[src/rtl/dram_arbiter.sv]
// dram_arbiter: two-requester arbiter in front of a single-port data RAM with a
// 1-cycle synchronous read. Port 0 (MEM stage) has priority. Port 1 (read-only
// refill/display) is protected from starvation by a saturating wait counter.
// Read data is steered back to whichever port owned the read one cycle earlier.
module dram_arbiter #(
    parameter int unsigned STARVE_LIMIT = 4,
    parameter int unsigned ADDR_W       = 32
) (
    input  logic              clk,
    input  logic              resetn,
    input  logic              m0_req,
    input  logic [ADDR_W-1:0] m0_addr,
    input  logic [3:0]        m0_wen,
    input  logic [31:0]       m0_wdata,
    output logic              m0_gnt,
    output logic              m0_rvalid,
    output logic [31:0]       m0_rdata,
    input  logic              m1_req,
    input  logic [ADDR_W-1:0] m1_addr,
    output logic              m1_gnt,
    output logic              m1_rvalid,
    output logic [31:0]       m1_rdata,
    output logic              ram_en,
    output logic [ADDR_W-1:0] ram_addr,
    output logic [3:0]        ram_wen,
    output logic [31:0]       ram_wdata,
    input  logic [31:0]       ram_rdata
);

    // Counter is 4 bits wide, so legal limits are 1..15.
    localparam logic [3:0] LIMIT = 4'(STARVE_LIMIT);

    typedef enum logic [1:0] {
        OWN_NONE = 2'd0,
        OWN_M0   = 2'd1,
        OWN_M1   = 2'd2
    } owner_e;

    owner_e      rd_owner_r;
    owner_e      rd_owner_nxt_s;
    logic [3:0]  starve_cnt_r;
    logic [3:0]  starve_cnt_nxt_s;
    logic        m0_gnt_s;
    logic        m1_gnt_s;

    // Grant decision: port 0 wins ties unless port 1 has waited out the limit;
    // nothing is granted while reset is asserted.
    always_comb begin
        m0_gnt_s = 1'b0;
        m1_gnt_s = 1'b0;
        if (!resetn) begin
            m0_gnt_s = 1'b0;
            m1_gnt_s = 1'b0;
        end else begin
            case ({m0_req, m1_req})
                2'b11: begin
                    if (starve_cnt_r == LIMIT) begin
                        m1_gnt_s = 1'b1;
                    end else begin
                        m0_gnt_s = 1'b1;
                    end
                end
                2'b10:   m0_gnt_s = 1'b1;
                2'b01:   m1_gnt_s = 1'b1;
                default: begin
                    m0_gnt_s = 1'b0;
                    m1_gnt_s = 1'b0;
                end
            endcase
        end
    end

    // RAM request mux: address/data follow the granted port; port 1 never writes.
    always_comb begin
        ram_en    = m0_gnt_s | m1_gnt_s;
        ram_wen   = m0_wen & {4{m0_gnt_s}};
        ram_addr  = {ADDR_W{1'b0}};
        ram_wdata = 32'd0;
        if (m0_gnt_s) begin
            ram_addr  = m0_addr;
            ram_wdata = m0_wdata;
        end else if (m1_gnt_s) begin
            ram_addr  = m1_addr;
            ram_wdata = 32'd0;
        end else begin
            ram_addr  = {ADDR_W{1'b0}};
            ram_wdata = 32'd0;
        end
    end

    // Next read owner: remembers which port issued the read now in flight.
    always_comb begin
        rd_owner_nxt_s = OWN_NONE;
        if (m0_gnt_s && (m0_wen == 4'd0)) begin
            rd_owner_nxt_s = OWN_M0;
        end else if (m1_gnt_s) begin
            rd_owner_nxt_s = OWN_M1;
        end else begin
            rd_owner_nxt_s = OWN_NONE;
        end
    end

    // Next starvation count: clears once port 1 is served or stops asking,
    // counts port-0 grants that made port 1 wait, saturating at the limit.
    always_comb begin
        starve_cnt_nxt_s = starve_cnt_r;
        if (m1_gnt_s || !m1_req) begin
            starve_cnt_nxt_s = 4'd0;
        end else if (m0_gnt_s) begin
            if (starve_cnt_r >= LIMIT) begin
                starve_cnt_nxt_s = LIMIT;
            end else begin
                starve_cnt_nxt_s = starve_cnt_r + 4'd1;
            end
        end else begin
            starve_cnt_nxt_s = starve_cnt_r;
        end
    end

    // State registers; reset drops any outstanding read immediately.
    always_ff @(posedge clk or negedge resetn) begin
        if (!resetn) begin
            rd_owner_r   <= OWN_NONE;
            starve_cnt_r <= 4'd0;
        end else begin
            rd_owner_r   <= rd_owner_nxt_s;
            starve_cnt_r <= starve_cnt_nxt_s;
        end
    end

    // Output decode: grants and read-return steering.
    always_comb begin
        m0_gnt    = m0_gnt_s;
        m1_gnt    = m1_gnt_s;
        m0_rvalid = (rd_owner_r == OWN_M0);
        m1_rvalid = (rd_owner_r == OWN_M1);
        m0_rdata  = m0_rvalid ? ram_rdata : 32'd0;
        m1_rdata  = m1_rvalid ? ram_rdata : 32'd0;
    end

endmodule

[config.mk]
export PLATFORM = sky130hd
export DESIGN_NAME = dram_arbiter
export DESIGN_NICKNAME = d
export VERILOG_FILES = /design/src/rtl/dram_arbiter.sv
export SDC_FILE = /design/constraint.sdc
export NUM_CORES = 1
export LEC_CHECK = 0
export ABC_AREA = 1
export CAP_MARGIN = 10
export CORE_AREA = 2 2 105 107
export CTS_CLUSTER_DIAMETER = 40
export CTS_CLUSTER_SIZE = 12
export DETAILED_ROUTE_END_ITERATION = 10
export DIE_AREA = 0 0 107 109
export GPL_TIMING_DRIVEN = 0
export PLACE_DENSITY = 0.66
export SLEW_MARGIN = 5
export SYNTH_ARGS = -nofsm -noshare
export SYNTH_HDL_FRONTEND = slang
export SYNTH_SLANG_ARGS = --single-unit
[constraint.sdc]
create_clock -name clk -period 3.4 [get_ports clk]
set_input_delay 0.68 -clock clk [delete_from_list [all_inputs] [get_ports clk]]
set_output_delay 0.68 -clock clk [all_outputs]
set_load 0.005 [all_outputs]
; ---- Word level (Yosys, flattened, before mapping)
; Cells that the tools add are included.
[word_totals]
reg_bits = 6
inputBits = 136
out_inout_bits = 137
elab_cells = 33
[op_classes]
add_sub_neg = 1
magnitude_cmp = 1
n_eq_ne = 6
n_mux = 16
n_bitwise = 2
n_reduce_logical = 5
[op_table]
columns = cell, n
row1 = 32-bit 2-to-1 mux, 5
row2 = 4-bit 2-to-1 mux, 3
row3 = 2-bit equality test (second input constant), 3
row4 = 4-bit by 1-bit adder with 4-bit output (second input constant), 1
row5 = 4-bit AND, 1
row6 = 2-bit by 1-bit equality test with 1-bit output (second input constant), 2
row7 = 4-bit by 3-bit equality test with 1-bit output (second input constant), 1
row8 = 4-bit by 3-bit greater-or-equal comparator with 1-bit output (second input constant), 1
row9 = 4-bit logical NOT, 1
row10 = 1-bit 2-to-1 mux, 4
row11 = 2-bit 2-to-1 mux, 2
row12 = 1-bit case mux with 2 select lines, 2
row13 = 2-bit nonzero test, 1
row14 = 1-bit logical AND, 1
row15 = 1-bit logical NOT, 1
row16 = 1-bit logical OR, 1
row17 = 1-bit OR, 1

; ---- Longest topological paths before layout
[depth]
word_depth = 6
mapped_depth = 9
mapped_depth_nobuf = 7

; ---- Worst setup path after synthesis
; OpenSTA, ideal clock, no wires.
[synth_path]
kind = input to output
startpoint = input resetn
endpoint = output ram_addr[11]
arrival_ns = 1.294
required_ns = 2.720
slack_ns = 1.426
stages = 5
path_buffers = 1
cell_sequence = nand2_1 > inv_2 > clkbuf_1 > nand3_1 > nand2_1
[synth_between]
elab_chain_cells = 3
elab_cells_between_ends = 4
classes_between = 4 x mux
[synth_rtl]
columns = item, line_no
row1 = start: declaration, 10  ; input logic resetn,
row2 = 1-bit 2-to-1 mux, 51  ; if (!resetn) begin
row3 = 32-bit 2-to-1 mux, 82  ; end else if (m1_gnt_s) begin
row4 = 32-bit 2-to-1 mux (*), 79  ; if (m0_gnt_s) begin
row5 = end: declaration, 24  ; output logic [ADDR_W-1:0] ram_addr,
; Mark *: on every way between the ends. The rest lies on a longest branch, timed or not.

; ---- Worst setup path after layout
[layout_path]
startpoint = input resetn
endpoint = output ram_addr[30]
; The elaborated chain is that of the path after synthesis.

==> results.py <==
metrics = {
    "worst_setup_path": {
        "cp-end-kind": "output pin",
        "regToRegStartpoint": "starve_cnt_r[0]$_DFFE_PN0P_",
        "worst_r2r_path_depth": 8,
        "crit_fanout": 10,
        "crit_arrival_ps": 2480,
        "cp.required_ps": 2720,
        "r2r_setup_slack_ps": 1980,
        "endpoint": "ram_addr[30]",
        "start_kind": "input port",
        "r2r_end": "rd_owner_r[0]$_DFF_PN0_",
        "worstSetupPathType": "in2out",
        "startpoint": "resetn",
    },
    "drt": {
        "wire_per_inst_um": 12.08,
        "viasPerCell": 4.061,
        "drcViolationCount": 0,
        "antenna_left": 0,
        "drt_pass1_iterations": 4,
        "drt_iter0_markers": 127,
        "wl_um": 9096,
        "vias": 3058,
    },
    "cells_and_area": {
        "diodes": 0,
        "syn_to_final_growth_pct": 189.4,
        "fillCellCount": 1109,
        "fin_area_um2": 4491,
        "layout.nets": 753,
        "drive_gt1_share_pct": 3.589,
    },
    "cts": {
        "cts_hold_buffers": 0,
        "clk_pin_slew_ps": 40,
        "root_buffer": "clkbuf_8",
        "cts_resized": 2,
        "clk_latency_ps": 220,
        "cts_setup_buffers": 0,
        "clockBufferDepth": 2,
        "cts_tree": "yes",
        "htreeDepth": 1,
        "cts_sinks": 6,
        "cts_buffers": 3,
    },
    "sta": {
        "fin_crit_ps": 3162,
        "hold_viol_final": 0,
        "fin_skew_ps": 1.169,
        "worst_pin_slew_ps": 449.9,
        "drv_slew": 0,
        "fmax_mhz": 316.2,
        "final.setup.worst_slack_ps": 237.7,
        "slew_headroom_pct": 70.01,
        "finalCritPeriodShare_pct": 93.01,
        "rsz0062_at_grt": "no",
        "holdWs_ps": 485.9,
        "setup_viol": 0,
    },
    "placement": {
        "gp_congestion": 0.8294,
        "io_buffers": 272,
        "dpl.hpwl_um": 7990,
        "dpl_worst_slack_ps": -98.51,
        "placed_area_um2": 4449,
    },
    "global_route": {
        "antenna_found_initial": 0,
        "grt_max_degree": 11,
        "grt_pass1_vias": 2819,
        "track_usage_pct": 14.04,
        "grt.overflow.total": 0,
        "grt_pass1_wl_um": 13430,
    },
    "min_path": {
        "min_path_type": "in2async",
    },
    "pwr": {
        "powerDensity_nw_per_um2": 127.4,
        "swShare_pct": 28.69,
        "seq_power_share_pct": 13.0,
        "clkPwrFrac_pct": 19.0,
        "p_sw_uw": 164.1,
        "vdd_drop_max_uv": 72.34,
        "combPwrFrac_pct": 68.0,
        "leakagePower_uw": 0.002172,
        "internal_power_uw": 407.8,
    },
    "status": {
        "status": "finished, final reports clean",
    },
    "floorplan": {
        "ioPinCount": 273,
        "num_rows": 38,
        "start_util_pct": 14.63,
        "dieHeight_um": 109,
        "die-area_um2": 11660,
        "core_area_um2": 10600,
        "die_w_um": 107,
    },
    "synth": {
        "synth-edff-count": 0,
        "ys_seq_area_share_pct": 9.677,
        "synth_area_um2": 1551,
        "synth_common_cells": "nor2_1, inv_1, nand3_1, nand2_1, buf_2",
        "yosysMostFrequentCell": "nor2_1",
        "ys_ff_latch": 6,
        "synth.area.top_cells": "nor2_1, nand3_1, inv_1",
        "synth_fp_nets": 476,
        "yosysWarnings": 0,
        "synth_top_cell_by_area": "nor2_1",
        "synthCells": 338,
        "avgSynthCellArea_um2": 4.590,
        "async_flop_share_pct": 100.0,
        "synth_flop_cell": "dfrtp_1",
        "synth_cell_types": 17,
        "yosysTopAreaCellShare_pct": 25.89,
    },
    "flow_run": {
        "maxCapViolCount": 0,
    },
}
==> cell families after synthesis <==
group           Yosys count  synth area share [%]
buf+inv                 104                 27.50
fa+ha+maj                 2                 1.613
simple gates            225                 60.65
compound gates            1                0.5646
flops                     6                 9.677
==> power groups by stage <==
stage | clock (uW) | sequential, uW | combinational, uW
after floorplan | 0 | 75.0 | 102
after global placement | 0 | 75.2 | 385
after detailed placement | 0 | 75.3 | 391
after CTS | 109 | 74.4 | 392
after global routing | 113 | 74.6 | 421
final | 108 | 74.4 | 389
==> how the worst min path moves through the flow <==
stage,startpoint,endpoint,slack (ps),depth (start not counted)
after global routing,resetn,starve_cnt_r[3]$_DFFE_PN0P_,510,1
final,resetn,starve_cnt_r[3]$_DFFE_PN0P_,490,1
after detailed placement,starve_cnt_r[2]$_DFFE_PN0P_,starve_cnt_r[2]$_DFFE_PN0P_,500,2
after floorplan,resetn,rd_owner_r[0]$_DFF_PN0_,380,0
after CTS,resetn,starve_cnt_r[2]$_DFFE_PN0P_,490,1
after global placement,starve_cnt_r[2]$_DFFE_PN0P_,starve_cnt_r[2]$_DFFE_PN0P_,490,2
==> final cells by class <==
class | instances | area (um2) | area share (%)
inverters | 82 | 307.8 | 6.854
clock buffers | 3 | 41.29 | 0.9195
flip-flops and latches | 6 | 150.1 | 3.344
well taps | 140 | 175.2 | 3.901
plain buffers | 22 | 120.1 | 2.675
multi-input cells | 228 | 974.7 | 21.71
repair buffers | 272 | 2721 | 60.60
==> per-stage QoR <==
stage               util [%]  std cells  total power, uW  setup TNS, ps
global route           42.35        753            608.7              0
detailed placement     41.96        750            466.0          -1812
CTS                    42.35        753            576.3              0
floorplan                  -        338            176.8              0
finish                 42.35        753            571.9              0
global placement       41.96        750            459.9         -798.3
==> layer usage <==
layer	vias to the layer above	GRT usage, %	share of wire (%)
met5	-	0	0
met4	0	1.670	0.48
met3	4	2.809	8.5
met2	149	28.25	54
met1	1367	15.48	37
li1	1538	-	-
==> critical path: stages <==
cell,delay [ps]
dlygate4sd2_1,440
nand2_1,230
clkinv_1,170
buf_2,250
nand3_1,120
nand2_1,80
clkdlybuf4s50_1,490
==> sequential cells by signal, indices dropped and copies added, names as in the netlist <==
signal,count
starve_cnt_r,4
rd_owner_r,2
==> layout by cell type, fill, tap and decap left out, drive strengths merged <==
cell             n
clkdlybuf4s50  271
nor2           108
inv             81
nand3           67
nand2           47
buf             14
clkbuf          11
dfrtp            6
ha               2
o21ai            1
clkinv           1
nand4            1
nor3             1
nand3b           1
dlygate4sd2      1
No activity file was read; power rests on OpenSTA's default activity.
